<file path="config.mk">
export PLATFORM = sky130hd
export DESIGN_NAME = ext_irq_ctl
export DESIGN_NICKNAME = d
export VERILOG_FILES = /design/src/rtl/ext_irq_ctl.sv
export SDC_FILE = /design/constraint.sdc
export NUM_CORES = 1
export LEC_CHECK = 0
export CAP_MARGIN = 20
export CORE_MARGIN = 3
export CORE_UTILIZATION = 30
export DETAILED_ROUTE_END_ITERATION = 8
export SLEW_MARGIN = 20
export SYNTH_ARGS = -nofsm -noshare
export SYNTH_HDL_FRONTEND = slang
export SYNTH_SLANG_ARGS = --single-unit
</file>
<file path="constraint.sdc">
create_clock -name clk -period 12.6 [get_ports clk]
set_input_delay 2.52 -clock clk [delete_from_list [all_inputs] [get_ports clk]]
set_output_delay 2.52 -clock clk [all_outputs]
set_load 0.01 [all_outputs]
</file>
<file path="src/rtl/ext_irq_ctl.sv">
// External interrupt controller: synchronizes Channels request lines, arbitrates by
// priority/threshold and drives a registered exti. Edge mode is built with EXT_IRQ_CTL__EDGE_EN.
module ext_irq_ctl #(
    parameter int Channels  = 8,
    parameter int PrioWidth = 3
) (
    input  logic                clk,
    input  logic                rst_n,
    input  logic [Channels-1:0] irq_src,
    input  logic [5:0]          reg_addr,
    input  logic                reg_rd,
    input  logic                reg_wr,
    input  logic [31:0]         reg_wdata,
    output logic [31:0]         reg_rdata,
    output logic                exti
);

    localparam int IdW = 5;

    localparam logic [5:0] AddrEnable    = 6'd0;
    localparam logic [5:0] AddrPending   = 6'd1;
    localparam logic [5:0] AddrInservice = 6'd2;
    localparam logic [5:0] AddrThreshold = 6'd3;
    localparam logic [5:0] AddrClaim     = 6'd4;
    localparam logic [5:0] AddrMode      = 6'd5;
    localparam int         PrioBase      = 8;

    logic [Channels-1:0]  sync1;
    logic [Channels-1:0]  sync2;
    logic [Channels-1:0]  enable;
    logic [Channels-1:0]  inservice;
    logic [Channels-1:0]  pending;
    logic [Channels-1:0]  eligible;
    logic [Channels-1:0]  win_oh;
    logic [Channels-1:0]  claim_mask;
    logic [Channels-1:0]  complete_mask;
    logic [PrioWidth-1:0] threshold;
    logic [PrioWidth-1:0] prio [Channels];
    logic [PrioWidth-1:0] best_prio;
    logic [IdW-1:0]       win_id;
    logic [31:0]          rdata_n;
    logic                 claim;

    // A read colliding with a write is dropped entirely, so CLAIM only fires on a lone read.
    assign claim = reg_rd && !reg_wr && (reg_addr == AddrClaim);

`ifdef EXT_IRQ_CTL__EDGE_EN
    logic [Channels-1:0] mode;
    logic [Channels-1:0] mode_n;
    logic [Channels-1:0] sync3;
    logic [Channels-1:0] edge_pend;
    logic [Channels-1:0] rise;

    assign mode_n  = (reg_wr && reg_addr == AddrMode) ? reg_wdata[Channels-1:0] : mode;
    assign rise    = sync2 & ~sync3;
    assign pending = (mode & edge_pend) | (~mode & sync2);

    // A fresh edge wins over a same-cycle claim; clearing a MODE bit drops its latched edge.
    always_ff @(posedge clk) begin
        if (!rst_n) begin
            mode      <= '0;
            sync3     <= '0;
            edge_pend <= '0;
        end else begin
            mode      <= mode_n;
            sync3     <= sync2;
            edge_pend <= ((edge_pend & ~claim_mask) | (rise & mode)) & mode_n;
        end
    end
`else
    assign pending = sync2;
`endif

    always_comb begin
        for (int i = 0; i < Channels; i++) begin
            eligible[i] = pending[i] & enable[i] & ~inservice[i] & (prio[i] > threshold);
        end
    end

    // Strict '>' keeps the lowest id on priority ties; eligible implies priority >= 1.
    always_comb begin
        win_oh    = '0;
        win_id    = '0;
        best_prio = '0;
        for (int i = 0; i < Channels; i++) begin
            if (eligible[i] && (prio[i] > best_prio)) begin
                best_prio = prio[i];
                win_id    = IdW'(i + 1);
                win_oh    = '0;
                win_oh[i] = 1'b1;
            end
        end
    end

    assign claim_mask = claim ? win_oh : '0;

    always_comb begin
        for (int i = 0; i < Channels; i++) begin
            complete_mask[i] = reg_wr && (reg_addr == AddrClaim) && (reg_wdata == 32'(i + 1));
        end
    end

    always_comb begin
        rdata_n = '0;
        case (reg_addr)
            AddrEnable:    rdata_n = 32'(enable);
            AddrPending:   rdata_n = 32'(pending);
            AddrInservice: rdata_n = 32'(inservice);
            AddrThreshold: rdata_n = 32'(threshold);
            AddrClaim:     rdata_n = 32'(win_id);
`ifdef EXT_IRQ_CTL__EDGE_EN
            AddrMode:      rdata_n = 32'(mode);
`endif
            default:       rdata_n = '0;
        endcase
        for (int i = 0; i < Channels; i++) begin
            if (reg_addr == 6'(PrioBase + i)) begin
                rdata_n = 32'(prio[i]);
            end
        end
    end

    always_ff @(posedge clk) begin
        if (!rst_n) begin
            sync1     <= '0;
            sync2     <= '0;
            enable    <= '0;
            inservice <= '0;
            threshold <= '0;
            reg_rdata <= '0;
            exti      <= 1'b0;
            for (int i = 0; i < Channels; i++) begin
                prio[i] <= '0;
            end
        end else begin
            sync1 <= irq_src;
            sync2 <= sync1;
            if (reg_wr && reg_addr == AddrEnable) begin
                enable <= reg_wdata[Channels-1:0];
            end
            if (reg_wr && reg_addr == AddrThreshold) begin
                threshold <= reg_wdata[PrioWidth-1:0];
            end
            for (int i = 0; i < Channels; i++) begin
                if (reg_wr && reg_addr == 6'(PrioBase + i)) begin
                    prio[i] <= reg_wdata[PrioWidth-1:0];
                end
            end
            inservice <= (inservice | claim_mask) & ~complete_mask;
            exti      <= |eligible;
            if (reg_rd) begin
                reg_rdata <= reg_wr ? '0 : rdata_n;
            end
        end
    end

endmodule

</file>
==> results of run 1 <==
routing by layer:
layer  share of wire [%]  vias to the layer above
met5                   0                        -
met4                 2.1                        0
met3                 6.6                       21
met2                  45                      178
met1                  46                     2134
li1                    -                     2129
cells by family after synthesis:
family                   Yosys count  share of synthesized area [%]
AO/OA/AOI/OAI                    138                           20.5
multiplexers                      14                           3.17
adder cells (fa/ha/maj)           42                           10.9
buffers and inverters             69                           7.44
flip-flops                        68                           33.3
other                              1                         0.0779
AND/OR/NAND/NOR                  234                           24.6
flip-flops by register name, summed over array words and instances, names as in the netlist:
signal and count:
inservice 8, pending 8, exti 1, threshold 3, reg_rdata 8, prio 24
enable 8, sync1 8
worst paths after layout:
| kind | start | to | slack [ns] |
|---|---|---|---|
| worst max-delay path | threshold[2]$_SDFFE_PN0P_ | inservice[3]$_SDFF_PN0_ | 0.80 |
| worst min-delay path | sync1[3]$_SDFF_PN0_ | pending[3]$_SDFF_PN0_ | 0.43 |
| worst max register to register | threshold[2]$_SDFFE_PN0P_ | inservice[3]$_SDFF_PN0_ | 0.80 |
| worst min register to register | sync1[3]$_SDFF_PN0_ | pending[3]$_SDFF_PN0_ | 0.43 |
power by group through the flow:
stage	sequential [uW]	combinational, uW	clock [uW]
finish	244	66.6	273
global route	244	73.9	286
CTS	243	66.1	276
detailed placement	248	65.8	0
global placement	248	64.3	0
floorplan	243	44.2	0
metrics by stage:
step	setup slack (ns)	area [um2]
after floorplan	2.43	4900
after global placement	1.35	5500
after detailed placement	0.830	5500
after CTS	0.754	5840
after global routing	0.0347	5840
final	0.799	5840
cell usage in the layout (no fill, tap or decap), types with 6 or more instances in the layout:
master,n
o21ai_0,24
o21a_1,7
a21o_1,7
nor2_1,57
inv_1,25
nor4_1,11
nand2b_1,6
mux2i_1,7
mux2_2,6
nor3_1,9
edfxtp_1,24
nand3_1,26
conb_1,24
dfxtp_1,44
and2_1,20
clkbuf_16,12
a21oi_1,34
a22oi_1,6
clkdlybuf4s50_1,58
ha_1,40
nand2_1,64
and3_1,7
a31oi_1,6
nor2b_1,10
critical path: cells and delay by family, from the launching register on:
| family | cells | cell delay, ns |
|---|---|---|
| and+or+nand+nor | 23 | 3.82 |
| AOI/OAI and AO/OA | 17 | 3.37 |
| adders and majority gates | 10 | 3.15 |
| muxes | 2 | 0.58 |
| buffers and inverters | 2 | 0.48 |
| DFF | 1 | 0.32 |
final cells by class:
| cell class | instances | area (um2) | share of cell area, % |
|---|---|---|---|
| inverters | 26 | 97.6 | 1.67 |
| clock inverters | 3 | 20.0 | 0.343 |
| clock buffers | 13 | 314 | 5.37 |
| multi-input cells | 452 | 2940 | 50.4 |
| well taps | 211 | 264 | 4.52 |
| repair buffers | 61 | 603 | 10.3 |
| flip-flops and latches | 68 | 1600 | 27.4 |
what timing repair did:
action | in CTS | in global routing
resized for setup | 0 | 1
endpoints found under the setup margin | 0 | 4
setup buffers | 0 | 0
endpoints found under the hold margin | 0 | 0
==> impl_metrics.csv, run 1 <==
group,metric,value,unit
die,io_pins,83,
die,initial_core_util,31.2,%
min_path,hold_class,"flip-flop to flip-flop",
pwr,p_sw,144,uW
global_routing,grt.overflow.total,0,
drt,drt-initial-drc-count,443,
global_routing,busiest_layer,"met2",
worst_setup_path,required,12.89,ns
pwr,power_density,99.7,mW/mm2
outcome,status,"complete, no violations",
timing,period_share,93.7,%
cts,cts_buffer_depth,2,
logic_synthesis,synth_area_per_cell,8.50,um2
global_routing,grt_pass1_vias,4294,
pwr,ir_worst_vdd,67.1,uV
cts,path_clk_slew,0.06,ns
cts,clk_latency,0.35,ns
timing,slew_violations,0,
final_layout,syn_to_final_growth,21.5,%
die,fp.dieW,133,um
timing,finalClockSkew,0.0102,ns
drt,via_per_inst,5.35,
pwr,p_int,439,uW
placed_design,gp_congestion,0.936,
cts,hold_buffers,0,
timing,max_clock_freq,0.0847,GHz
logic_synthesis,synth_edf_count,24,
worst_setup_path,cp-end-kind,"flip-flop",
drt,dr.pass1.iters,5,
timing,slew_headroom,31.7,%
pwr,p_total,583,uW
global_routing,met3_usage,2.70,%
worst_setup_path,cp.arrival,12.09,ns
drt,vias,4462,
global_routing,grt_pass1_wl,22700,um
final_layout,num-fill-cells,1579,
timing,whs,0.432,ns
timing,setup_tns,0,ns
job,drv_cap,0,
timing,period_needed,11.80,ns
worst_setup_path,cpPeakStageDelay,0.54,ns
final_layout,antennaDiodeCount,0,
cts,cts_root_buf,"clkbuf_16",
logic_synthesis,yosys_warnings,0,
drt,postRouteAntennaNets,0,
final_layout,final_core_util,37.9,%
placed_design,numPlacedInstances,818,
logic_synthesis,synth_top_cell_by_area,"dfxtp_1",
timing,worst_slew_pin_slew,0.999,ns
drt,avgRoutedWirePerCell,17.3,um
logic_synthesis,async_flop_share,0,%
worst_setup_path,start_kind,"flip-flop",
timing,setup_violations,0,
placed_design,place_hpwl,11600,um
logic_synthesis,yosys.cell_count.top_type,"nand2_1",
pwr,clkPwrFrac,46.8,%
global_routing,met2_usage,26.1,%
timing,rsz0062_at_grt,"no",
cts,tritoncts_num_sinks,68,
drt,routed_wl,14500,um
die,die-area,0.0176,mm2
cts,htree_levels,3,
logic_synthesis,ys_types,70,
die,design.core.area,0.0154,mm2
pwr,p_sw_share,24.7,%
worst_setup_path,ff2ff_path_depth,54,
logic_synthesis,yosys_most_used_dff,"dfxtp_1",
global_routing,met1_usage,22.2,%
final_layout,fin_nets,708,
die,dieHeight,133,um
logic_synthesis,synth_commonest_cells,"nand2_1, nor2_1, dfxtp_1, ha_1, a21oi_1",
worst_setup_path,cp_max_fo,12,
pwr,combinationalPowerShare,11.4,%
drt,drc_errors,0,
pwr,p_seq_share,41.8,%
worst_setup_path,crit_type,"flip-flop to flip-flop",
global_routing,grt_start_max_net_pins,31,
global_routing,antenna_found_initial,0,
logic_synthesis,ys_seq_area_share,33.3,%
pwr,leakage,0.00219,uW
logic_synthesis,synth.area.top_cells,"dfxtp_1, edfxtp_1, ha_1, nand2_1, nor2_1",
timing,hold_violations,0,
logic_synthesis,netlist_instances,566,
logic_synthesis,syn_area,0.00481,mm2
min_path,hold_depth,1,
placed_design,numPortBuffers,58,
logic_synthesis,ys_ff_latch,68,
die,rows,45,
cts,numCtsBuffers,9,
worst_setup_path,cp_slowest_cell,"a311oi_1",
cts,cts_tree,"yes",
global_routing,track_usage,16.3,%
final_layout,stdcell_count,834,
logic_synthesis,synth_top_cell_area_share,18.3,%
worst_setup_path,cpMostUsedCell,"ha_1",
final_layout,drive_above_1_share,7.87,%
No activity file was read; power rests on OpenSTA's default activity.
==> run 2, diff against run 1 <==
--- a/config.mk
+++ b/config.mk
@@ -8,7 +8,9 @@
 export CAP_MARGIN = 20
 export CORE_MARGIN = 3
 export CORE_UTILIZATION = 30
+export CTS_CLUSTER_SIZE = 30
 export DETAILED_ROUTE_END_ITERATION = 8
+export PLACE_DENSITY = 0.47
 export SLEW_MARGIN = 20
 export SYNTH_ARGS = -nofsm -noshare
 export SYNTH_HDL_FRONTEND = slang
==> impl_metrics.csv, run 2 (synthesized netlist as in run 1, its figures left out) <==
group,metric,value,unit
outcome,status,"complete, no violations",
timing,setup_violations,0,
cts,numCtsBuffers,9,
die,initial_core_util,31.2,%
timing,whs,0.434,ns
placed_design,gp_congestion,0.914,
worst_setup_path,required,12.88,ns
worst_setup_path,crit_end,"inservice[3]$_SDFF_PN0_",
final_layout,syn_to_final_growth,21.2,%
timing,fin_ws,0.979,ns
pwr,power_density,96.1,mW/mm2
cts,tritoncts_num_sinks,68,
final_layout,final_common_cell,"nand2_1",
final_layout,fin_nets,710,
drt,drc_errors,0,
timing,max_clock_freq,0.0861,GHz
drt,dr.pass1.iters,8,
worst_setup_path,crit_type,"flip-flop to flip-flop",
placed_design,dpl-instance-area,0.00552,mm2
drt,avgRoutedWirePerCell,19.0,um
cts,htree_levels,3,
timing,worst_slew_pin_slew,1.00,ns
die,fp.dieW,133,um
final_layout,largest_reg_flops,24,
global_routing,antenna_found_initial,0,
die,die-area,0.0176,mm2
drt,routed_wl,15900,um
global_routing,grt_pass1_vias,4452,
global_routing,grt_start_max_net_pins,29,
pwr,ir_worst_vdd,71.2,uV
die,dieHeight,133,um
timing,period_needed,11.62,ns
placed_design,place_hpwl,12400,um
die,io_pins,83,
cts,cts_buffer_depth,2,
pwr,leakage,0.00217,uW
final_layout,drive_above_1_share,8.32,%
worst_setup_path,start_kind,"flip-flop",
cts,clk_latency,0.33,ns
job,drv_cap,0,
timing,slew_headroom,32.9,%
timing,hold_violations,0,
final_layout,antennaDiodeCount,0,
drt,via_per_inst,5.33,
global_routing,grt_pass1_wl,24700,um
worst_setup_path,r2r_slack,0.98,ns
cts,cts_root_buf,"clkbuf_16",
worst_setup_path,cp_max_fo,12,
placed_design,numPortBuffers,58,
worst_setup_path,cp_slowest_cell,"nor4b_2",
final_layout,layout_common_cells,"nand2_1, clkdlybuf4s50_1, nor2_1",
die,rows,45,
drt,vias,4454,
drt,postRouteAntennaNets,0,
cts,cts_tree,"yes",
final_layout,largest-register,"prio",
worst_setup_path,rr_endpoint,"inservice[3]$_SDFF_PN0_",
min_path,holdCritStartpoint,"sync1[7]$_SDFF_PN0_",
worst_setup_path,cp.arrival,11.90,ns
worst_setup_path,cpMostUsedCell,"ha_1",
worst_setup_path,cp-startpoint,"threshold[2]$_SDFFE_PN0P_",
timing,finalClockSkew,0.00877,ns
min_path,hold_class,"flip-flop to flip-flop",
placed_design,post-place-ws,0.653,ns
final_layout,stdcell_area,0.00583,mm2
drt,drt-initial-drc-count,281,
worst_setup_path,cp-end-kind,"flip-flop",
timing,slew_violations,0,
worst_setup_path,ff2ff_path_depth,53,
die,design.core.area,0.0154,mm2
timing,period_share,92.2,%
worst_setup_path,cpPeakStageDelay,0.42,ns
final_layout,num-fill-cells,1604,
global_routing,track_usage,18.0,%
cts,path_clk_slew,0.06,ns
global_routing,grt.overflow.total,0,
worst_setup_path,worstReg2RegStart,"threshold[2]$_SDFFE_PN0P_",
-- run 2: worst min-delay path by stage --
stage / cells after the start / slack [ns] / endpoint
2_1_floorplan: 1 / 0.41 / pending[0]$_SDFF_PN0_
3_3_place_gp: 1 / 0.42 / pending[5]$_SDFF_PN0_
3_5_place_dp: 1 / 0.42 / pending[7]$_SDFF_PN0_
4_1_cts: 1 / 0.44 / pending[7]$_SDFF_PN0_
5_1_grt: 1 / 0.45 / pending[7]$_SDFF_PN0_
6_report: 1 / 0.43 / pending[7]$_SDFF_PN0_
-- run 2: stage by stage --
| step | TNS, ns | total power, uW | util, % | instances |
|---|---|---|---|---|
| 3_5_place_dp | 0 | 316 | 35.8 | 820 |
| 6_report | 0 | 560 | 37.8 | 836 |
| 4_1_cts | 0 | 563 | 37.6 | 836 |
| 5_1_grt | -0.0467 | 582 | 37.8 | 836 |
| 3_3_place_gp | 0 | 315 | 35.8 | 820 |
| 2_1_floorplan | 0 | 288 | - | 589 |
-- run 2: area by class of cell --
cell class                      instances  area, um2  area share [%]
Clock buffer                           11        254            4.36
Clock inverter                          5       35.0           0.601
Inverter                               26       97.6            1.67
Multi-Input combinational cell        452       2960            50.8
Sequential cell                        68       1600            27.5
Tap cell                              211        264            4.53
Timing Repair Buffer                   63        618            10.6
-- run 2: where the power goes --
part	switching, uW	internal (uW)
sequential	8.76	235
clock	102	146
combinational	39.4	29.9
total	150	410
-- run 2: what timing repair did --
action	CTS	global route
resized for setup	0	5
endpoints found under the setup margin	0	6
hold buffers	0	0
buffers inserted	0	0
hold endpoints to repair	0	0
-- run 2: worst max-delay path, delay by kind of cell (launching register included) --
kind                     cells  cell delay (ns)
adder cells (fa/ha/maj)     10             3.17
multiplexers                 3             0.74
AND/OR/NAND/NOR             22             3.62
buffers and inverters        2             0.54
AO/OA/AOI/OAI               16             3.15
flip-flops                   1             0.33
-- run 2: layer usage --
| layer | global-route usage (%) | vias up | wire length (um) |
|---|---|---|---|
| li1 | - | 2144 | - |
| met1 | 24.2 | 2117 | 7320 |
| met2 | 29.4 | 178 | 7350 |
| met3 | 3.61 | 15 | 1010 |
| met4 | 5.02 | 0 | 210 |
| met5 | 0 | - | 0 |
==> run 3, diff against run 2 <==
==> constraint.sdc (replaced) <==
create_clock -name clk -period 12.42 [get_ports clk]
set_input_delay 2.484 -clock clk [delete_from_list [all_inputs] [get_ports clk]]
set_output_delay 2.484 -clock clk [all_outputs]
set_load 0.01 [all_outputs]
==> impl_metrics.csv, run 3 (synthesized netlist as in run 1, its figures left out) <==
group,metric,value,unit
global_routing,grt.overflow.total,0,
global_routing,grt_pass1_vias,4426,
cts,htree_levels,3,
timing,period_share,92.5,%
worst_setup_path,cp-end-kind,"flip-flop",
cts,cts_setup_buffers,0,
cts,numCtsBuffers,9,
final_layout,final_common_cell,"nand2_1",
placed_design,gp_congestion,0.920,
job,drv_cap,0,
global_routing,antenna_found_initial,0,
drt,postRouteAntennaNets,0,
cts,path_clk_slew,0.06,ns
timing,rsz0062_at_grt,"no",
worst_setup_path,cpMostUsedCell,"ha_1",
worst_setup_path,crit_type,"flip-flop to flip-flop",
final_layout,antennaDiodeCount,0,
worst_setup_path,start_kind,"flip-flop",
timing,finalClockSkew,0.00759,ns
outcome,status,"complete, no violations",
timing,slew_violations,0,
drt,drt-initial-drc-count,359,
drt,dr.pass1.iters,5,
cts,cts_tree,"yes",
die,initial_core_util,31.2,%
timing,hold_violations,0,
timing,setup_tns,0,ns
timing,max_clock_freq,0.0871,GHz
cts,cts_buffer_depth,2,
cts,cts_root_buf,"clkbuf_16",
drt,drc_errors,0,
min_path,hold_class,"flip-flop to flip-flop",
worst_setup_path,cp_max_fo,12,
final_layout,drive_above_1_share,8.95,%
die,fp.dieW,133,um
drt,avgRoutedWirePerCell,19.0,um
die,design.core.area,0.0154,mm2
die,die-area,0.0176,mm2
timing,period_needed,11.48,ns
final_layout,syn_to_final_growth,22.4,%
pwr,ir_worst_vdd,71.9,uV
die,io_pins,83,
cts,tritoncts_num_sinks,68,
final_layout,fin_nets,711,
global_routing,track_usage,18.0,%
placed_design,place_hpwl,12300,um
global_routing,grt_pass1_wl,24700,um
cts,clk_latency,0.34,ns
timing,slew_headroom,32.8,%
drt,routed_wl,15900,um
drt,via_per_inst,5.37,
final_layout,largest_reg_flops,24,
worst_setup_path,required,12.70,ns
global_routing,grt_start_max_net_pins,29,
timing,setup_violations,0,
final_layout,layout_common_cells,"nand2_1, clkdlybuf4s50_1, nor2_1",
timing,whs,0.433,ns
die,rows,45,
worst_setup_path,cp_slowest_cell,"a221oi_4",
drt,vias,4498,
die,dieHeight,133,um
pwr,power_density,101,mW/mm2
pwr,leakage,0.00221,uW
final_layout,num-fill-cells,1595,
worst_setup_path,cp.arrival,11.76,ns
worst_setup_path,cpPeakStageDelay,0.42,ns
timing,worst_slew_pin_slew,1.00,ns
placed_design,numPortBuffers,58,
final_layout,largest-register,"prio",
-- run 3: timing repair --
| item | 4_1_cts | 5_1_grt |
|---|---|---|
| gates resized for setup | 0 | 8 |
| hold buffers | 0 | 0 |
| endpoints found under the setup margin | 0 | 6 |
-- run 3: routing by layer --
metal	share of wire, %	routed length, um	GRT usage (%)	up-vias
li1	-	-	-	2139
met1	46	7390	24.7	2149
met3	5.9	933	3.27	26
met4	2.4	375	4.97	0
met2	45	7230	28.9	184
met5	0	0	0	-
-- run 3: through the flow --
stage	util (%)	power [uW]	worst slack [ns]	instances	area [um2]
3_3_place_gp	35.8	320	1.03	821	5530
4_1_cts	37.9	597	0.550	837	5850
2_1_floorplan	-	292	2.25	589	4900
3_5_place_dp	35.8	321	0.604	821	5530
5_1_grt	38.2	615	0.0332	837	5890
6_report	38.2	593	0.937	837	5890
-- run 3: report_power, final --
part | total (uW) | switching [uW] | internal, uW
clock | 276 | 103 | 173
sequential | 247 | 8.91 | 238
combinational | 70.2 | 39.9 | 30.3
-- run 3: worst paths after layout --
path / startpoint / depth (start not counted) / slack (ns) / end
max reg2reg: threshold[2]$_SDFFE_PN0P_ / 53 / 0.94 / inservice[3]$_SDFF_PN0_
min reg2reg: sync1[7]$_SDFF_PN0_ / 1 / 0.43 / pending[7]$_SDFF_PN0_
max: threshold[2]$_SDFFE_PN0P_ / 53 / 0.94 / inservice[3]$_SDFF_PN0_
min: sync1[7]$_SDFF_PN0_ / 1 / 0.43 / pending[7]$_SDFF_PN0_
-- run 3: area by class of cell --
cell class	count	area [um2]	area share [%]
clock buffers	11	264	4.48
clock inverters	5	57.6	0.977
inverters	26	101	1.72
multi-input cells	452	2970	50.5
flip-flops and latches	68	1600	27.2
well taps	211	264	4.48
repair buffers	64	626	10.6
-- run 3: critical path, delay by kind of cell, from the launching register on --
| family | cells | cell delay, ns |
|---|---|---|
| AND/OR/NAND/NOR | 22 | 3.42 |
| multiplexers | 2 | 0.59 |
| adder cells (fa/ha/maj) | 10 | 3.25 |
| buffers and inverters | 2 | 0.48 |
| flip-flops | 1 | 0.38 |
| AO/OA/AOI/OAI | 17 | 3.28 |
